$ cat src/rtl/rf_pkg.sv
// Shared constants and types for the register-file write scheduler.
// The register file itself has no reset, so the scheduler zero-fills it after reset or flush.
package rf_pkg;

  localparam int RF_AW    = 5;
  localparam int RF_DW    = 32;
  localparam int RF_NREGS = 32;

  localparam int REQ_ALU  = 0;
  localparam int REQ_LOAD = 1;
  localparam int REQ_DBG  = 2;

  typedef enum logic {
    CLEAR = 1'b0,
    RUN   = 1'b1
  } state_e;

endpackage

$ cat src/rtl/regfile_write_sched_arb.sv
// Combinational round-robin arbiter.
// The search starts one past ptr. gnt is one-hot, or all-zero when req is all-zero.
module rr_arbiter #(
  parameter int NREQ = 3,
  parameter int PW   = (NREQ > 1) ? $clog2(NREQ) : 1
) (
  input  logic [NREQ-1:0] req,
  input  logic [PW-1:0]   ptr,
  output logic [NREQ-1:0] gnt,
  output logic [PW-1:0]   gnt_idx
);

  int  idx;
  logic found;

  // NOTE: every output of a combinational block gets a default first, so no path can infer a latch.
  always_comb begin
    gnt     = '0;
    gnt_idx = '0;
    found   = 1'b0;
    idx     = 0;
    for (int k = 1; k <= NREQ; k++) begin
      idx = (int'(ptr) + k) % NREQ;
      if (!found && req[idx]) begin
        gnt[idx] = 1'b1;
        gnt_idx  = PW'(idx);
        found    = 1'b1;
      end
    end
  end

endmodule

$ cat src/rtl/regfile_write_sched.sv
// Drives the single register-file write port.
// It zero-fills registers 1..31 after reset or flush, then grants writeback requesters round-robin.
module regfile_write_sched
  import rf_pkg::*;
#(
  parameter int NREQ = 3,
  parameter int AW   = RF_AW,
  parameter int DW   = RF_DW
) (
  input  logic               clk,
  input  logic               rst_n,
  input  logic               flush,
  input  logic [NREQ-1:0]    req_valid,
  output logic [NREQ-1:0]    req_ready,
  input  logic [NREQ*AW-1:0] req_addr,
  input  logic [NREQ*DW-1:0] req_data,
  output logic               RegWrite,
  output logic [AW-1:0]      write_reg,
  output logic [DW-1:0]      write_data,
  output logic               init_busy
);

  localparam int         PW       = (NREQ > 1) ? $clog2(NREQ) : 1;
  localparam logic [AW-1:0] LAST_IDX = AW'(RF_NREGS - 1);

  state_e          state_q, state_d;
  logic [AW-1:0]   clr_idx_q, clr_idx_d;
  logic [PW-1:0]   rr_ptr_q, rr_ptr_d;
  logic            we_q, we_d;
  logic [AW-1:0]   wreg_q, wreg_d;
  logic [DW-1:0]   wdata_q, wdata_d;

  logic [NREQ-1:0] gnt;
  logic [PW-1:0]   gnt_idx;
  logic            handshake;
  logic [AW-1:0]   sel_addr;
  logic [DW-1:0]   sel_data;

  rr_arbiter #(.NREQ(NREQ), .PW(PW)) u_arb (
    .req     (req_valid),
    .ptr     (rr_ptr_q),
    .gnt     (gnt),
    .gnt_idx (gnt_idx)
  );

  // Ready is masked during zero-fill and during flush, so no handshake can complete then.
  assign req_ready = (state_q == RUN && !flush) ? gnt : '0;
  assign handshake = |(req_valid & req_ready);
  assign sel_addr  = req_addr[int'(gnt_idx)*AW +: AW];
  assign sel_data  = req_data[int'(gnt_idx)*DW +: DW];

  assign init_busy  = (state_q == CLEAR);
  assign RegWrite   = we_q;
  assign write_reg  = wreg_q;
  assign write_data = wdata_q;

  always_comb begin
    state_d   = state_q;
    clr_idx_d = clr_idx_q;
    rr_ptr_d  = rr_ptr_q;
    we_d      = 1'b0;
    wreg_d    = wreg_q;
    wdata_d   = wdata_q;
    if (flush) begin
      state_d   = CLEAR;
      clr_idx_d = AW'(1);
    end else begin
      unique case (state_q)
        CLEAR: begin
          we_d      = 1'b1;
          wreg_d    = clr_idx_q;
          wdata_d   = '0;
          clr_idx_d = clr_idx_q + AW'(1);
          if (clr_idx_q == LAST_IDX) state_d = RUN;
        end
        RUN: begin
          if (handshake) begin
            rr_ptr_d = gnt_idx;
            // Writes to register 0 are accepted but never reach the register file.
            if (sel_addr != '0) begin
              we_d    = 1'b1;
              wreg_d  = sel_addr;
              wdata_d = sel_data;
            end
          end
        end
        default: state_d = CLEAR;
      endcase
    end
  end

  // NOTE: sequential state uses non-blocking assignments so all registers update from pre-edge values.
  always_ff @(posedge clk or negedge rst_n) begin
    if (!rst_n) begin
      state_q   <= CLEAR;
      clr_idx_q <= AW'(1);
      rr_ptr_q  <= PW'(NREQ - 1);
      we_q      <= 1'b0;
      wreg_q    <= '0;
      wdata_q   <= '0;
    end else begin
      state_q   <= state_d;
      clr_idx_q <= clr_idx_d;
      rr_ptr_q  <= rr_ptr_d;
      we_q      <= we_d;
      wreg_q    <= wreg_d;
      wdata_q   <= wdata_d;
    end
  end

endmodule

$ cat config.mk
export PLATFORM = sky130hd
export DESIGN_NAME = regfile_write_sched
export DESIGN_NICKNAME = d
export VERILOG_FILES = /design/src/rtl/rf_pkg.sv /design/src/rtl/regfile_write_sched_arb.sv /design/src/rtl/regfile_write_sched.sv
export SDC_FILE = /design/constraint.sdc
export NUM_CORES = 1
export LEC_CHECK = 0
export CAP_MARGIN = 20
export CORE_MARGIN = 4
export CORE_UTILIZATION = 40
export DETAILED_ROUTE_END_ITERATION = 7
export HOLD_SLACK_MARGIN = 0.03
export PLACE_DENSITY_LB_ADDON = 0.12
export SYNTH_ARGS = -nofsm -noshare
export SYNTH_HDL_FRONTEND = slang
export SYNTH_SLANG_ARGS = --single-unit
export TNS_END_PERCENT = 30
$ cat constraint.sdc
create_clock -name clk -period 2.7 [get_ports clk]
set_input_delay 0.81 -clock clk [delete_from_list [all_inputs] [get_ports clk]]
set_output_delay 0.81 -clock clk [all_outputs]
set_load 0.005 [all_outputs]
== Yosys cells after proc, flatten, opt, wreduce, memory -nomap -nowiden ==
Cells that the tools add are included.
Word-level totals
  input bits: 117
  word-level logic and storage cells: 83
  output and inout port bits: 42
  bits in registers: 46
Cells by class
  reductions and logical operators: 13
  divide/modulo/power cells: 3
  muxes and demuxes: 39
  multipliers: 1
  shift-type cells: 2
  $add $sub $neg: 4
  magnitude comparators: 6
  equal/unequal tests: 4
  bitwise gates (word level): 5
Operators by type and width (number)
  32-bit by 1-bit >= comparator with 1-bit output (second input constant): 3
  32-bit by 4-bit less-than comparator with 1-bit output (second input constant): 3
  32-bit by 3-bit remainder unit with 32-bit output (second input constant): 3
  96-bit by 8-bit indexed part select with 32-bit output: 1
  32-bit 2-to-1 mux: 2
  32-bit one-hot mux with 2 select lines: 1
  5-bit 2-to-1 mux: 4
  1-bit 2-to-1 mux: 17
  15-bit by 6-bit indexed part select with 5-bit output: 1
  3-bit 2-to-1 mux: 4
  5-bit one-hot mux with 2 select lines: 1
  2-bit by 2-bit adder with 3-bit output (second input constant): 2
  1-bit binary-select mux with 2-bit select: 3
  1-bit demux with 2-bit select: 3
  1-bit logical AND: 6
  2-bit 2-to-1 mux: 3
  3-bit OR: 2
  3-bit AND reduction: 2
  5-bit by 1-bit adder with 5-bit output (second input constant): 1
  5-bit equality test (second input constant): 1
  2-bit by 3-bit multiplier with 5-bit output (second input constant): 1
  5-bit nonzero test: 1
  2-bit by 1-bit != test with 1-bit output (second input constant): 2
  2-bit by 1-bit adder with 3-bit output (second input constant): 1
  6 further kinds: 9

== Logic depth before layout (Yosys ltp) ==
Gate-level depths: netlist of run 1.
  depth after elaboration: 19
  mapped depth: 13
  mapped depth without buffers: 9

== Modules after synthesis ==
From an unflattened synthesis of run 1, not the netlist that was laid out.
Unflattened totals
  cells, all modules: 367
  area total of the unflattened synthesis: 3143.0 um^2
By module, submodules not included
  regfile_write_sched: sequential area each 1153.6 um^2, instances 1, area an instance 2884.0 um^2, cells each 332
  rr_arbiter: sequential area each 0.0 um^2, instances 1, area an instance 259.0 um^2, cells each 35

== Worst setup path before layout of run 1 ==
OpenSTA, ideal clock, no wires.
  path kind: input-to-reg
  start point: input port req_valid[1]
  end point: register wreg_q[2] (netlist: write_reg[2])
  cell stages on the path: 9
  buffers on the path: 2
  arrival time: 2.812 ns
  path slack: -0.238 ns
  setup time: 0.126 ns
  required time: 2.574 ns
  cells stage by stage: buf_2 and3b_1 a31o_1 nor3_2 buf_2 mux2_1 mux2_2 a311o_1 o311a_1
On the way
  word-level cells in the longest chain between the ends: 15
  elaborated cells between the ends (all ways): 35
  those cells by class: mul (1); eq/ne (2); shift (1); mux (21); bitwise (3); reduce/logical (7)
Ends and longest elaborated chain
  from (decl): line regfile_write_sched.sv:13  | input logic [NREQ-1:0] req_valid,
  1-bit binary-select mux with 2-bit select: line regfile_write_sched_arb.sv:24  | if (!found && req[idx]) begin
  1-bit 2-to-1 mux (implied by the code) (2 in series): line regfile_write_sched_arb.sv:24
  1-bit 2-to-1 mux: line regfile_write_sched_arb.sv:24
  1-bit zero test: line regfile_write_sched_arb.sv:24
  1-bit logical AND: line regfile_write_sched_arb.sv:24
  1-bit 2-to-1 mux: line regfile_write_sched_arb.sv:24
  1-bit zero test: line regfile_write_sched_arb.sv:24
  1-bit logical AND: line regfile_write_sched_arb.sv:24
  2-bit 2-to-1 mux or 3-bit 2-to-1 mux (tied branches): line regfile_write_sched_arb.sv:24
  2-bit by 3-bit multiplier with 5-bit output or 3-bit 2-to-1 mux (tied branches): line regfile_write_sched.sv:49, regfile_write_sched.sv:47
  15-bit by 6-bit indexed part select with 5-bit output or 3-bit bitwise AND (tied branches): line regfile_write_sched.sv:49, regfile_write_sched.sv:48
  5-bit nonzero test, or another cell as far along: line regfile_write_sched.sv:80  | if (sel_addr != '0) begin
  2-bit by 1-bit != test with 1-bit output (no line) or 5-bit 2-to-1 mux (tied branches)
  3-bit AND reduction (no line) or 5-bit one-hot mux with 2 select lines (tied branches)
  to (signal assigned): line regfile_write_sched.sv:106  | wreg_q <= wreg_d;
  to (decl): line regfile_write_sched.sv:30  | logic [AW-1:0] wreg_q, wreg_d;
Parallel ways exist; a longest one is shown, timed or not. The select of a mux whose other input is x is not followed.
A chain may end at the register's enable or synchronous reset.

== Worst setup path in the final report of run 1 ==
  start point: register rr_ptr_q[1]
  end point: output port req_ready[2]
On the way
  word-level cells in the longest chain between the ends: 13
  elaborated cells between the ends (all ways): 42
  those cells by class: add/sub (3); div (3); order compare (6); mux (21); bitwise (2); reduce/logical (7)
Ends and longest elaborated chain
  from (decl): line regfile_write_sched.sv:28  | logic [PW-1:0] rr_ptr_q, rr_ptr_d;
  from (signal assigned): line regfile_write_sched.sv:97  | rr_ptr_q <= PW'(NREQ - 1);
  from (signal assigned): line regfile_write_sched.sv:104  | rr_ptr_q <= rr_ptr_d;
  branches (longest 11 deep; another with 32-bit by 3-bit remainder unit with 32-bit output)
  3-bit 2-to-1 mux (*): line regfile_write_sched_arb.sv:24
  3-bit 2-to-1 mux (*): line regfile_write_sched.sv:47  | assign req_ready = (state_q == RUN && !flush) ? gnt : '0;
  to (decl): line regfile_write_sched.sv:14  | output logic [NREQ-1:0] req_ready,
Mark *: on every way between the ends. The select of a mux whose other input is x is not followed.

==> results of run 1 <==
## final cells by class
class,instances,area (sq um),share of cell area
Multi-Input combinational cell,308,2880,0.419
Timing Repair Buffer,245,2530,0.368
Sequential cell,46,1150,0.168
Tap cell,129,161,0.0235
Clock buffer,7,96.3,0.0140
Inverter,12,45.0,0.00655
Clock inverter,1,8.76,0.00127
## metrics by stage
stage / setup TNS, ns / cell area [sq um]
finish: -9.86 / 6880
global route: -13.82 / 6880
CTS: -10.01 / 6470
detailed placement: -34.93 / 5880
global placement: -33.51 / 5880
floorplan: -3.61 / 3890
## logic make-up after synthesis
group                      after synthesis  share of synthesized area
AOI/OAI and AO/OA                      119                      0.250
adders and majority gates                6                     0.0195
DFF                                     46                      0.300
muxes                                   82                      0.229
and+or+nand+nor                         98                      0.127
xor gates and xnor gates                 3                    0.00684
buffers and inverters                   49                     0.0674
## worst register-to-register path, stage by stage (launching register included)
cell and delay, ns:
dfstp_2 0.55, buf_6 0.11, ha_4 0.15, buf_6 0.11
and3b_2 0.23, buf_6 0.13, a31o_4 0.23, nor3_4 0.19
buf_12 0.18, buf_6 0.12, buf_16 0.12, mux2_2 0.33
mux2i_1 0.15, o31ai_1 0.09, a31o_2 0.21
## cell usage in the layout (no fill, tap or decap), drive strengths merged, types with 3 or more instances in the layout
cell / instances
clkdlybuf4s50: 151
buf: 90
dfrtp: 44
nand2: 44
mux2: 43
mux2i: 39
a31o: 33
o31ai: 32
nor2: 18
inv: 12
o21ai: 11
clkbuf: 10
a311oi: 7
a21oi: 7
ha: 6
nor2b: 5
nand3b: 4
o21a: 4
or3: 4
o22ai: 4
nand3: 4
a31oi: 4
o211ai: 3
nor4: 3
## report_power, final
group	internal, uW	leakage (uW)	total, uW	switching (uW)
combinational	1050	0.00220	1880	828
sequential	710	0.000618	728	18.3
clock	235	0.0000544	467	232
total	1990	0.00287	3070	1080
## worst max path at each step
| stage | depth (start not counted) | endpoint | start |
|---|---|---|---|
| global placement | 7 | req_ready[1] | req_valid[1] |
| CTS | 9 | req_ready[2] | rr_ptr_q[1] |
| finish | 9 | req_ready[2] | rr_ptr_q[1] |
| global route | 9 | req_ready[1] | rr_ptr_q[1] |
| detailed placement | 11 | write_reg[3] | req_valid[1] |
| floorplan | 10 | write_data[26] | req_valid[1] |
## repair_timing
action / 4_1_cts / 5_1_grt
pin swaps: 22 / 18
resized for setup: 82 / 56
setup endpoints to repair: 43 / 43
buffers inserted: 17 / 7
gates cloned: 6 / 3
## layer usage
metal	global-route usage	routed length, um	vias up	share of wire
li1	-	-	1959	-
met5	0	0	-	0
met3	0.0540	958	10	0.069
met4	0.0444	91	0	0.0066
met2	0.401	7000	157	0.51
met1	0.266	5760	2020	0.42
## cells in the mapped netlist, types with 2 or more instances
cell type / count / area share
and3_1: 2 / 0.0033
nand2_1: 44 / 0.043
buf_6: 5 / 0.015
nor4_1: 2 / 0.0033
buf_4: 5 / 0.0098
nand4_1: 2 / 0.0033
a31o_1: 30 / 0.068
a311oi_1: 6 / 0.014
a21oi_1: 6 / 0.0078
xor2_1: 2 / 0.0046
and3b_1: 2 / 0.0046
o21ai_0: 6 / 0.0078
dfstp_2: 2 / 0.014
dfrtp_1: 44 / 0.29
or3_1: 3 / 0.0049
mux2_2: 42 / 0.12
nand3_1: 4 / 0.0052
ha_1: 6 / 0.020
o21a_1: 4 / 0.0078
o41ai_2: 2 / 0.0085
mux2i_1: 38 / 0.099
o22ai_1: 4 / 0.0065
nand3b_1: 4 / 0.0078
a31oi_1: 4 / 0.0065
nor2b_1: 5 / 0.0081
o31ai_1: 32 / 0.062
nor2_1: 18 / 0.018
o21ai_1: 4 / 0.0052
and2_1: 2 / 0.0033
buf_1: 2 / 0.0020
clkbuf_1: 10 / 0.0098
o211ai_1: 3 / 0.0059
inv_1: 11 / 0.011
a31o_2: 3 / 0.0068
buf_2: 15 / 0.020
==> results.sh, run 1 <==
export IMPL_synth_distinct_cells=64
export IMPL_maxCapViolations=0
export IMPL_areaGrowthSynthToFinish_pct=79.0
export IMPL_drt_iter0_drc=201
export IMPL_powerDensity_nw_per_um2=446
export IMPL_p_leak_uw=0.00287
export IMPL_layout_drive_gt1_share=0.342
export IMPL_vdd_drop_max_uv=299
export IMPL_synth_seq_cells=46
export IMPL_grt_setup_unrepaired="true"
export IMPL_async_reset_ff_frac=1.00
export IMPL_cp_max_fo=3
export IMPL_synth_avg_cell_area_sq_um=9.54
export IMPL_slowest_delay_ns=0.55
export IMPL_overflow=0
export IMPL_wire_per_inst_um=18.5
export IMPL_firstDrtPassIters=4
export IMPL_slew_violations=0
export IMPL_r2r_start="rr_ptr_q[1]"
export IMPL_post_route_util=0.741
export IMPL_rr_worst_depth=14
export IMPL_yosysWarnings=0
export IMPL_ant_nets=0
export IMPL_violations="setup timing"
export IMPL_startpoint_type="register"
export IMPL_io_buffers=158
export IMPL_clock_latency_ns=0.30
export IMPL_clk_pin_slew_ns=0.09
export IMPL_grt_max_degree=45
export IMPL_cp_top_family="flip-flops"
export IMPL_numCtsBuffers=5
export IMPL_post_route_period_util=1.13
export IMPL_antenna_found_initial=0
export IMPL_pre_cts_ws_ns=-0.910
export IMPL_cp_slowest_cell="dfstp_2"
export IMPL_insertedDiodeCount=0
export IMPL_period_minus_slack_ns=3.06
export IMPL_hold_class="input pin to asynchronous set/reset pin"
export IMPL_vias=4146
export IMPL_rows=35
export IMPL_cts_hold_buffers=0
export IMPL_synthFlopType="dfrtp_1"
export IMPL_synth_nets=526
export IMPL_fin_skew_ns=0.00922
export IMPL_power_total_uw=3070
export IMPL_synthCells=403
export IMPL_htreeDepth=2
export IMPL_cts_tree="yes"
export IMPL_grt_pass1_vias=4238
export IMPL_cp_data_required_time_ns=1.89
export IMPL_relSlewSlack=0.602
export IMPL_cp_arrival_ns=2.25
export IMPL_drc=0
export IMPL_timing_fmax_mhz=327
export IMPL_synth_cell_area_sq_um=3840
export IMPL_start_util=0.414
export IMPL_grt_usage=0.221
export IMPL_ff2ff_setup_slack_ns=-0.31
export IMPL_path_buf_inv=4
export IMPL_setup_ws_ns=-0.360
export IMPL_finalNetCount=741
export IMPL_via_per_inst=5.54
export IMPL_cp_end_kind="output port"
export IMPL_ys_seq_area_frac=0.300
export IMPL_dieArea_sq_um=11200
export IMPL_n_fill_cell=672
export IMPL_ios=159
export IMPL_dp_cells=708
export IMPL_cts_path_max_buffers=2
export IMPL_place_gp_congestion=0.889
export IMPL_largest_reg_flops=32
export IMPL_hold_slack_ns=0.505
export IMPL_hpwlAfterDp_mm=9.31
export IMPL_wirelength_mm=13.8
export IMPL_report_final_hold_viol_count=0
export IMPL_grt_pass1_wl_mm=20.4
export IMPL_fin_cells=748
export IMPL_die_w_um=106
export IMPL_tightest_slew_ns=0.597
export IMPL_timing_rr_end="write_data[24]"
export IMPL_clock_sinks=46
export IMPL_crit_type="register to output port"
export IMPL_root_buffer="clkbuf_8"
export IMPL_setup_viol=41
export IMPL_core_area_sq_um=9280
export IMPL_outcome="finished with violations"
export IMPL_path_cells="buf_6 -> ha_4 -> buf_6 -> mux2i_4 -> buf_6 -> o21ai_4 -> o41ai_4 -> and2_1 -> buf_2"
export IMPL_cp_common_cell="buf_6"
export IMPL_die_y_um=106
export IMPL_synth_edf_count=0
Power figures use the tool's default switching activity.
==> run 2: changes to the inputs <==
--- a/config.mk
+++ b/config.mk
@@ -6,6 +6,7 @@
 export NUM_CORES = 1
 export LEC_CHECK = 0
 export CAP_MARGIN = 20
+export CORE_ASPECT_RATIO = 0.8
 export CORE_MARGIN = 4
 export CORE_UTILIZATION = 40
 export DETAILED_ROUTE_END_ITERATION = 7
==> results.sh, run 2 (synthesis gave the netlist of run 1 again) <==
export IMPL_p_leak_uw=0.00279
export IMPL_die_w_um=118
export IMPL_grt_max_degree=46
export IMPL_firstDrtPassIters=4
export IMPL_outcome="finished with violations"
export IMPL_cp_num_cells=8
export IMPL_violations="setup timing"
export IMPL_critical_path_endpoint="req_ready[1]"
export IMPL_maxCapViolations=0
export IMPL_layout_common_cells="clkdlybuf4s50_1 (150), buf_4 (55), dfrtp_1 (44), nand2_1 (42), mux2_2 (39)"
export IMPL_post_route_period_util=1.13
export IMPL_cp_arrival_ns=2.24
export IMPL_r2r_start="rr_ptr_q[1]"
export IMPL_timing_fmax_mhz=328
export IMPL_clk_pin_slew_ns=0.06
export IMPL_powerDensity_nw_per_um2=451
export IMPL_fin_skew_ns=0.00703
export IMPL_cp_end_kind="output port"
export IMPL_cp_max_fo=4
export IMPL_relSlewSlack=0.621
export IMPL_grt_usage=0.236
export IMPL_largest_reg_flops=32
export IMPL_rr_worst_depth=11
export IMPL_placed_area_sq_um=5870
export IMPL_htreeDepth=2
export IMPL_numCtsBuffers=5
export IMPL_clock_sinks=46
export IMPL_crit_start="rr_ptr_q[1]"
export IMPL_tightest_slew_ns=0.563
export IMPL_drc=0
export IMPL_cp_top_family="flip-flops"
export IMPL_cp_slowest_cell="dfstp_2"
export IMPL_via_per_inst=5.62
export IMPL_die_y_um=95.7
export IMPL_clock_latency_ns=0.28
export IMPL_vias=4093
export IMPL_crit_type="register to output port"
export IMPL_setup_ws_ns=-0.352
export IMPL_fin_setup_tns_ns=-12.51
export IMPL_wirelength_mm=14.0
export IMPL_antenna_found_initial=0
export IMPL_setup_viol=41
export IMPL_hold_class="input pin to asynchronous set/reset pin"
export IMPL_dieArea_sq_um=11300
export IMPL_startpoint_type="register"
export IMPL_overflow=0
export IMPL_wire_per_inst_um=19.2
export IMPL_pwr_share_comb=0.560
export IMPL_period_minus_slack_ns=3.05
export IMPL_io_buffers=158
export IMPL_final_area_sq_um=6690
export IMPL_switching_power_uw=1040
export IMPL_path_cells="ha_4 -> mux2i_4 -> o211ai_1 -> buf_4 -> or2_4 -> a21oi_2 -> o21a_1 -> buf_2"
export IMPL_ant_nets=0
export IMPL_path_buf_inv=2
export IMPL_timing_rr_end="write_reg[3]"
export IMPL_ff2ff_setup_slack_ns=-0.35
export IMPL_insertedDiodeCount=0
export IMPL_areaGrowthSynthToFinish_pct=73.9
export IMPL_power_frac_clock=0.198
export IMPL_start_util=0.418
export IMPL_slew_violations=0
export IMPL_grt_pass1_wl_mm=21.6
export IMPL_post_route_util=0.727
export IMPL_root_buffer="clkbuf_16"
export IMPL_layout_commonest_cell="clkdlybuf4s50_1"
export IMPL_finalNetCount=735
export IMPL_ios=159
export IMPL_cts_tree="yes"
export IMPL_grt_setup_unrepaired="true"
export IMPL_core_area_sq_um=9190
export IMPL_seqPwrFrac=0.242
export IMPL_p_sw_frac=0.344
export IMPL_place_gp_congestion=0.903
export IMPL_layout_drive_gt1_share=0.333
export IMPL_drt_iter0_drc=138
export IMPL_hpwlAfterDp_mm=9.73
export IMPL_report_final_hold_viol_count=0
export IMPL_cp_data_required_time_ns=1.89
export IMPL_intPower_uw=1980
export IMPL_rows=31
export IMPL_cts_path_max_buffers=2
export IMPL_slowest_delay_ns=0.57
export IMPL_grt_pass1_vias=4303
export IMPL_vdd_drop_max_uv=257
## run 2: changes by cell type in the layout (fill, tap and decap cells not counted), moves of 3 or more
cell	before	now
clkbuf_8	7	0
o31ai_4	4	0
clkbuf_16	3	6
clkdlybuf4s15_2	1	4
mux2_4	9	4
mux2_2	34	39
mux2i_4	5	2
mux2i_2	4	7
## run 2: final cells by class
type	count	area, sq um
Clock buffer	6	129
Clock inverter	2	13.8
Fill cell	705	2510
Inverter	12	47.5
Multi-Input combinational cell	308	2800
Sequential cell	46	1150
Tap cell	115	144
Timing Repair Buffer	239	2390
## run 2: power by group through the flow
| stage | clock network, uW | registers (uW) | logic (uW) |
|---|---|---|---|
| CTS | 609 | 730 | 1550 |
| finish | 597 | 731 | 1690 |
| floorplan | 0 | 739 | 830 |
| global route | 644 | 733 | 1790 |
| global placement | 0 | 743 | 1320 |
| detailed placement | 0 | 743 | 1340 |
## run 2: worst min path at each step
| stage | cells after the start | slack, ns | endpoint |
|---|---|---|---|
| after floorplan | 2 | 0.49 | rr_ptr_q[1] |
| after global placement | 1 | 0.51 | write_data[15] |
| after detailed placement | 1 | 0.52 | write_data[9] |
| after CTS | 1 | 0.42 | write_data[1] |
| after global routing | 1 | 0.43 | write_data[26] |
| final | 1 | 0.41 | write_data[1] |
## run 2: metrics by stage
stage | hold slack [ns] | total power [uW] | cells | setup slack [ns]
5_1_grt | 0.431 | 3170 | 728 | -0.487
6_report | 0.411 | 3010 | 728 | -0.352
3_5_place_dp | 0.521 | 2080 | 698 | -0.899
3_3_place_gp | 0.513 | 2060 | 698 | -0.946
2_1_floorplan | 0.493 | 1570 | 403 | -0.128
4_1_cts | 0.416 | 2890 | 727 | -0.281
## run 2: what timing repair did
action,CTS,global route
pin swaps,49,13
hold buffers,0,0
cloned,4,1
setup endpoints to repair,43,43
buffers inserted,19,2
resized for setup,79,36
## run 2: per-layer routing
layer	GRT usage	share of wire
met2	0.405	0.48
met5	0	0
met4	0.0507	0.012
met3	0.0647	0.077
met1	0.302	0.44
